## config.mk

```make
export PLATFORM = sky130hd
export DESIGN_NAME = fir_stream_ctrl
export DESIGN_NICKNAME = d
export VERILOG_FILES = /design/src/rtl/fir_pkg.sv /design/src/rtl/fir_ctrl_fifo.sv /design/src/rtl/fir_stream_ctrl.sv
export SDC_FILE = /design/constraint.sdc
export NUM_CORES = 1
export LEC_CHECK = 0
export BUFFER_PORTS_ARGS = -buffer_cell sky130_fd_sc_hd__buf_2
export CELL_PAD_IN_SITES_DETAIL_PLACEMENT = 1
export CELL_PAD_IN_SITES_GLOBAL_PLACEMENT = 1
export CORE_ASPECT_RATIO = 1.1
export CORE_MARGIN = 10
export CORE_UTILIZATION = 48
export DETAILED_ROUTE_END_ITERATION = 10
export HOLD_SLACK_MARGIN = 0.12
export PLACE_DENSITY_LB_ADDON = 0.1
export SLEW_MARGIN = 25
export SYNTH_ARGS = -nofsm -noshare
export SYNTH_HDL_FRONTEND = slang
export SYNTH_SLANG_ARGS = --single-unit
```

## constraint.sdc

```tcl
create_clock -name clk -period 5.8 [get_ports clk]
set_input_delay 0.29 -clock clk [delete_from_list [all_inputs] [get_ports clk]]
set_output_delay 0.29 -clock clk [all_outputs]
set_load 0.03 [all_outputs]
```

## src/rtl/fir_pkg.sv

```systemverilog
// fir_pkg: controller state encoding and default sizes
// shared between the FIR datapath and its stream controller.
package fir_pkg;

   localparam int DEF_DATA_WIDTH = 18;
   localparam int DEF_OUT_WIDTH  = 38;
   localparam int DEF_N_TAPS     = 4;
   localparam int DEF_LATENCY    = 4;
   localparam int DEF_FIFO_DEPTH = 4;

   typedef enum logic [1:0] {
      RUN         = 2'd0,
      FLUSH_TAIL  = 2'd1,
      FLUSH_DRAIN = 2'd2
   } ctrl_state_t;

endpackage

```

## src/rtl/fir_ctrl_fifo.sv

```systemverilog
// fir_ctrl_fifo: show-ahead result FIFO, power-of-two depth,
// registered count, no pop-to-push bypass when full.
module fir_ctrl_fifo
   import fir_pkg::*;
#(
   parameter int OUT_WIDTH  = DEF_OUT_WIDTH,
   parameter int FIFO_DEPTH = DEF_FIFO_DEPTH
) (
   input  logic                          clk,
   input  logic                          reset_n,
   input  logic                          push,
   input  logic [OUT_WIDTH-1:0]          push_data,
   input  logic                          pop,
   output logic [OUT_WIDTH-1:0]          pop_data,
   output logic                          full,
   output logic                          empty,
   output logic [$clog2(FIFO_DEPTH):0]   count
);

   localparam int AW = $clog2(FIFO_DEPTH);

   logic [OUT_WIDTH-1:0] mem [FIFO_DEPTH];
   logic [AW-1:0]        wr_ptr;
   logic [AW-1:0]        rd_ptr;
   logic [AW:0]          cnt_q;
   logic                 do_push;
   logic                 do_pop;

   assign full     = (cnt_q == (AW+1)'(FIFO_DEPTH));
   assign empty    = (cnt_q == '0);
   assign count    = cnt_q;
   assign do_push  = push & ~full;
   assign do_pop   = pop & ~empty;
   assign pop_data = mem[rd_ptr];

   // storage, cleared so the head reads zero out of reset
   always_ff @(posedge clk or negedge reset_n) begin
      if (!reset_n) begin
         for (int i = 0; i < FIFO_DEPTH; i++) mem[i] <= '0;
      end else if (do_push) begin
         mem[wr_ptr] <= push_data;
      end
   end

   // pointers wrap naturally at the power-of-two depth
   always_ff @(posedge clk or negedge reset_n) begin
      if (!reset_n) begin
         wr_ptr <= '0;
         rd_ptr <= '0;
         cnt_q  <= '0;
      end else begin
         if (do_push) wr_ptr <= wr_ptr + AW'(1);
         if (do_pop)  rd_ptr <= rd_ptr + AW'(1);
         unique case ({do_push, do_pop})
            2'b10:   cnt_q <= cnt_q + (AW+1)'(1);
            2'b01:   cnt_q <= cnt_q - (AW+1)'(1);
            default: cnt_q <= cnt_q;
         endcase
      end
   end

endmodule

```

## src/rtl/fir_stream_ctrl.sv

```systemverilog
// fir_stream_ctrl: stream sequencer and result capture for the FIR.
// Flush sequence (tail + drain) is built only with FIR_CTRL_FLUSH_EN.
module fir_stream_ctrl
   import fir_pkg::*;
#(
   parameter int DATA_WIDTH = DEF_DATA_WIDTH,
   parameter int OUT_WIDTH  = DEF_OUT_WIDTH,
   parameter int N_TAPS     = DEF_N_TAPS,
   parameter int LATENCY    = DEF_LATENCY,
   parameter int FIFO_DEPTH = DEF_FIFO_DEPTH
) (
   input  logic                  clk,
   input  logic                  reset_n,
   input  logic                  s_valid,
   input  logic [DATA_WIDTH-1:0] s_data,
   output logic                  s_ready,
   output logic                  fir_ena,
   output logic [DATA_WIDTH-1:0] fir_data_in,
   input  logic [OUT_WIDTH-1:0]  fir_data_out,
   output logic                  m_valid,
   output logic [OUT_WIDTH-1:0]  m_data,
   input  logic                  m_ready,
   input  logic                  flush,
   output logic                  flush_busy,
   output logic                  flush_done
);

   localparam int AW = $clog2(FIFO_DEPTH);

   logic [LATENCY-1:0]    vld_sr;
   logic [LATENCY-1:0]    vld_nxt;
   logic                  tail_pend;
   logic                  fifo_full;
   logic                  fifo_empty;
   logic                  push;
   logic                  adv_ok;
   logic                  ena;
   logic                  real_flag;
   logic                  s_ready_c;
   logic [DATA_WIDTH-1:0] data_mux;
   logic [AW:0]           unused_count;

   // an advance may not overwrite a result still waiting for space
   assign push        = tail_pend & ~fifo_full;
   assign adv_ok      = ~tail_pend | ~fifo_full;
   assign fir_ena     = reset_n & ena;
   assign fir_data_in = reset_n ? data_mux : '0;
   assign s_ready     = s_ready_c;
   assign m_valid     = ~fifo_empty;

   // occupancy after an advance: shift in this slot's real flag
   always_comb begin
      vld_nxt    = vld_sr << 1;
      vld_nxt[0] = real_flag;
   end

   // slot tracking; pending flag re-evaluated on every advance
   always_ff @(posedge clk or negedge reset_n) begin
      if (!reset_n) begin
         vld_sr    <= '0;
         tail_pend <= 1'b0;
      end else if (fir_ena) begin
         vld_sr    <= vld_nxt;
         tail_pend <= vld_nxt[LATENCY-1];
      end else if (push) begin
         tail_pend <= 1'b0;
      end
   end

`ifdef FIR_CTRL_FLUSH_EN
   localparam int CW = $clog2(N_TAPS) + 1;

   ctrl_state_t   state_q;
   ctrl_state_t   state_d;
   logic [CW-1:0] cnt_q;
   logic [CW-1:0] cnt_d;

   // flush sequencer state
   always_ff @(posedge clk or negedge reset_n) begin
      if (!reset_n) begin
         state_q <= RUN;
         cnt_q   <= '0;
      end else begin
         state_q <= state_d;
         cnt_q   <= cnt_d;
      end
   end

   // next state and stream/FIR controls per state
   always_comb begin
      state_d    = state_q;
      cnt_d      = cnt_q;
      s_ready_c  = 1'b0;
      ena        = 1'b0;
      data_mux   = '0;
      real_flag  = 1'b1;
      flush_busy = 1'b1;
      flush_done = 1'b0;
      unique case (state_q)
         RUN: begin
            flush_busy = 1'b0;
            s_ready_c  = adv_ok;
            ena        = s_valid & adv_ok;
            data_mux   = s_data;
            if (flush) begin
               if (N_TAPS > 1) begin
                  state_d = FLUSH_TAIL;
                  cnt_d   = CW'(N_TAPS - 1);
               end else begin
                  state_d = FLUSH_DRAIN;
               end
            end
         end
         FLUSH_TAIL: begin
            ena = adv_ok;
            if (adv_ok) begin
               cnt_d = cnt_q - CW'(1);
               if (cnt_q == CW'(1)) state_d = FLUSH_DRAIN;
            end
         end
         FLUSH_DRAIN: begin
            real_flag = 1'b0;
            ena       = adv_ok & (|vld_sr);
            if (~(|vld_sr) & ~tail_pend) begin
               flush_done = 1'b1;
               state_d    = RUN;
            end
         end
         default: state_d = RUN;
      endcase
   end
`else
   logic unused_flush;

   assign unused_flush = flush;

   // streaming only: the pipeline advances solely on accepted samples
   always_comb begin
      s_ready_c  = adv_ok;
      ena        = s_valid & adv_ok;
      data_mux   = s_data;
      real_flag  = 1'b1;
      flush_busy = 1'b0;
      flush_done = 1'b0;
   end
`endif

   fir_ctrl_fifo #(
      .OUT_WIDTH  (OUT_WIDTH),
      .FIFO_DEPTH (FIFO_DEPTH)
   ) u_fifo (
      .clk       (clk),
      .reset_n   (reset_n),
      .push      (push),
      .push_data (fir_data_out),
      .pop       (m_ready),
      .pop_data  (m_data),
      .full      (fifo_full),
      .empty     (fifo_empty),
      .count     (unused_count)
   );

endmodule
```

==> metrics.txt <==
grt total ovfl 0; Max Cap Viol 0; Hold Startpoint fir_data_out[24]; Yosys Warn Count 0; post-synthesis sequential area ratio 0.559; I/O pin cnt 122; RSZ-0062 raised after global routing no; Die X 138 um; maximum clock path buffer count 2; arrival time at the worst endpoint 2.47 ns; Top FF cell, synth dfrtp_1; hold path depth 2; busiest grt layer met2; vias per inst 5.35; TritonCTS buffer count 17; reg2reg start u_fifo.count[0]; Worst Hold Margin 0.137 ns; DRC viols 0; final WL 15.6 mm; mean cell area of the mapped netlist 16.5 sq um; wire length per cell 20.3 um; relative slew slack 0.491; Slew @ Worst Pin 0.764 ns; Synth Cell Area 7290 sq um; H-tree levels 4; CP startpoint kind primary input; Tot GR Track Use 0.161; synth unique cells 26; Synth area leaders dfrtp_1 (56%), mux2_2 (23%), mux4_2 (12%), buf_6 (1.9%), and2_1 (1.5%); via count 4116; worst skew pair latency 0.42 ns; first-pass GRT wire length 25.5 mm; worst vdd ir 251 uV; final worst slack 3.04 ns; met2 Resource Use GR 0.263; Mapped Cells 442; Achievable Freq 362 MHz; die height 149 um; period utilization 0.476; worst clock skew 0.00679 ns; Synth async-reset ratio 1.00; # setup viols final 0; initial core utilization 0.486; First-pass DRT Iterations 4; cell taking the most area after synthesis dfrtp_1; M3 GR Usage 0.0610; # port buffers 118; Layout area overhead 19.2%; CP startpoint reset_n; initial antenna violation count 1; fin. max-slew vios 0; grt met1 use 0.193; Power Dens Cells 650 nW/um^2; total power 0.00565 W; Final ANT Viol Nets 0; cell count of the worst reg-to-reg path 8; Required @ worst endpoint 5.51 ns; pin count of the biggest net entering global routing 146; CP Class in -> out; minimum clock period 2.76 ns; Initial DRC Count 201; most common cell in the netlist dfrtp_1; status finished, final reports clean; worst hold path class in -> reg; clock-pin slew on the worst setup and hold paths 0.06 ns; number of flops mapped to enable cells by yosys 0; fin util 0.580; final hold violation count 0; largest fanout on the critical path 145; total die area 20500 sq um; Post-synth top cells dfrtp_1 (163), mux2_2 (150), mux4_2 (38); Core Rows 47; filler instances 1448; Placer Congestion 0.710; clk root buf clkbuf_16; vias in the first global route 4800; critical path capture point type primary output; core area 15000 sq um; Seq cells post-synth 163; CTS tree built; Pleak 3.82 nW; top-area cell type share of the netlist area 0.559; setup TNS 0 ns; Setup Slack @ Placement 3.39 ns; Clock Sinks 163; PostCTS Resize Cnt 0; ratio of cells with drive above 1 in the final layout 0.615; Post-layout nets 627; Detail Placement HPWL 10.4 mm
-- logic make-up (layout without fill, tap and decap cells) --
| family | Yosys count | in the layout | synth area share |
|---|---|---|---|
| simple gates | 36 | 36 | 0.0280 |
| other cells | 1 | 3 | 0.000514 |
| buf+inv | 34 | 163 | 0.0324 |
| flops | 163 | 163 | 0.559 |
| xor+xnor | 6 | 6 | 0.00721 |
| fa+ha+maj | 6 | 6 | 0.0113 |
| compound gates | 2 | 2 | 0.00189 |
| mux | 194 | 194 | 0.360 |
-- path summary, 6_finish.rpt --
check | endpoint | slack (ns)
worst min register to register | vld_sr[0] | 0.46
worst min-delay path | u_fifo.mem[138] | 0.14
min in group asynchronous | u_fifo.mem[131] | 0.31
worst max register to register | u_fifo.count[2] | 3.41
max in group asynchronous | u_fifo.rd_ptr[1] | 4.37
worst max-delay path | fir_ena | 3.04
-- sequential cells by signal, summed over array words and instances, names as in the netlist --
register and cells:
u_fifo.wr_ptr 2, u_fifo.count 3, u_fifo.rd_ptr 2, vld_sr 3
tail_pend 1, u_fifo.mem 152
-- timing repair --
| item | 4_1_cts | 5_1_grt |
|---|---|---|
| buffers inserted | 0 | 0 |
| hold buffers | 3 | 0 |
| hold endpoints to repair | 22 | 0 |
-- through the flow --
| stage | instances | cell area [sq um] |
|---|---|---|
| floorplan | 443 | 7300 |
| global placement | 734 | 8010 |
| detailed placement | 734 | 8020 |
| CTS | 768 | 8700 |
| global route | 768 | 8700 |
| finish | 769 | 8700 |
-- routing by layer --
layer / share of wire / vias up
li1: - / 1842
met1: 0.41 / 2162
met2: 0.50 / 96
met3: 0.071 / 16
met4: 0.013 / 0
met5: 0 / -
-- report_power, final --
part / switching (W) / internal, W / total (W) / leakage (nW)
registers: 0.000380 / 0.00171 / 0.00209 / 1.93
logic: 0.00118 / 0.00116 / 0.00234 / 1.57
clock network: 0.000431 / 0.000795 / 0.00123 / 0.316
-- critical path, stage by stage --
cell and delay (ns):
dlygate4sd3_1 0.54, buf_6 0.28, buf_12 0.58, nand2_1 0.11, a21oi_1 0.30, buf_2 0.27
-- cell usage in the layout (no fill, tap or decap), types with 2 or more instances in the layout --
cell type	n
ha_1	5
mux4_2	38
xnor2_1	3
nor2_4	4
bufinv_16	5
dlygate4sd3_1	3
clkinv_2	2
and2_1	18
buf_4	5
mux2_4	3
clkbuf_8	3
buf_2	117
dfrtp_1	161
nand2_1	8
conb_1	2
clkbuf_16	17
xor2_1	3
clkbuf_1	2
mux2_1	2
inv_1	5
mux2_2	150
-- final cells by class --
| type | count | area, sq um | share of cell area |
|---|---|---|---|
| Clock buffer | 22 | 474 | 0.0545 |
| Antenna cell | 1 | 2.50 | 0.000288 |
| Tap cell | 196 | 245 | 0.0282 |
| Sequential cell | 163 | 4080 | 0.470 |
| Inverter | 5 | 18.8 | 0.00216 |
| Clock inverter | 9 | 176 | 0.0203 |
| Timing Repair Buffer | 127 | 684 | 0.0787 |
| Multi-Input combinational cell | 246 | 3010 | 0.346 |
No activity file was read; power rests on OpenSTA's default activity.
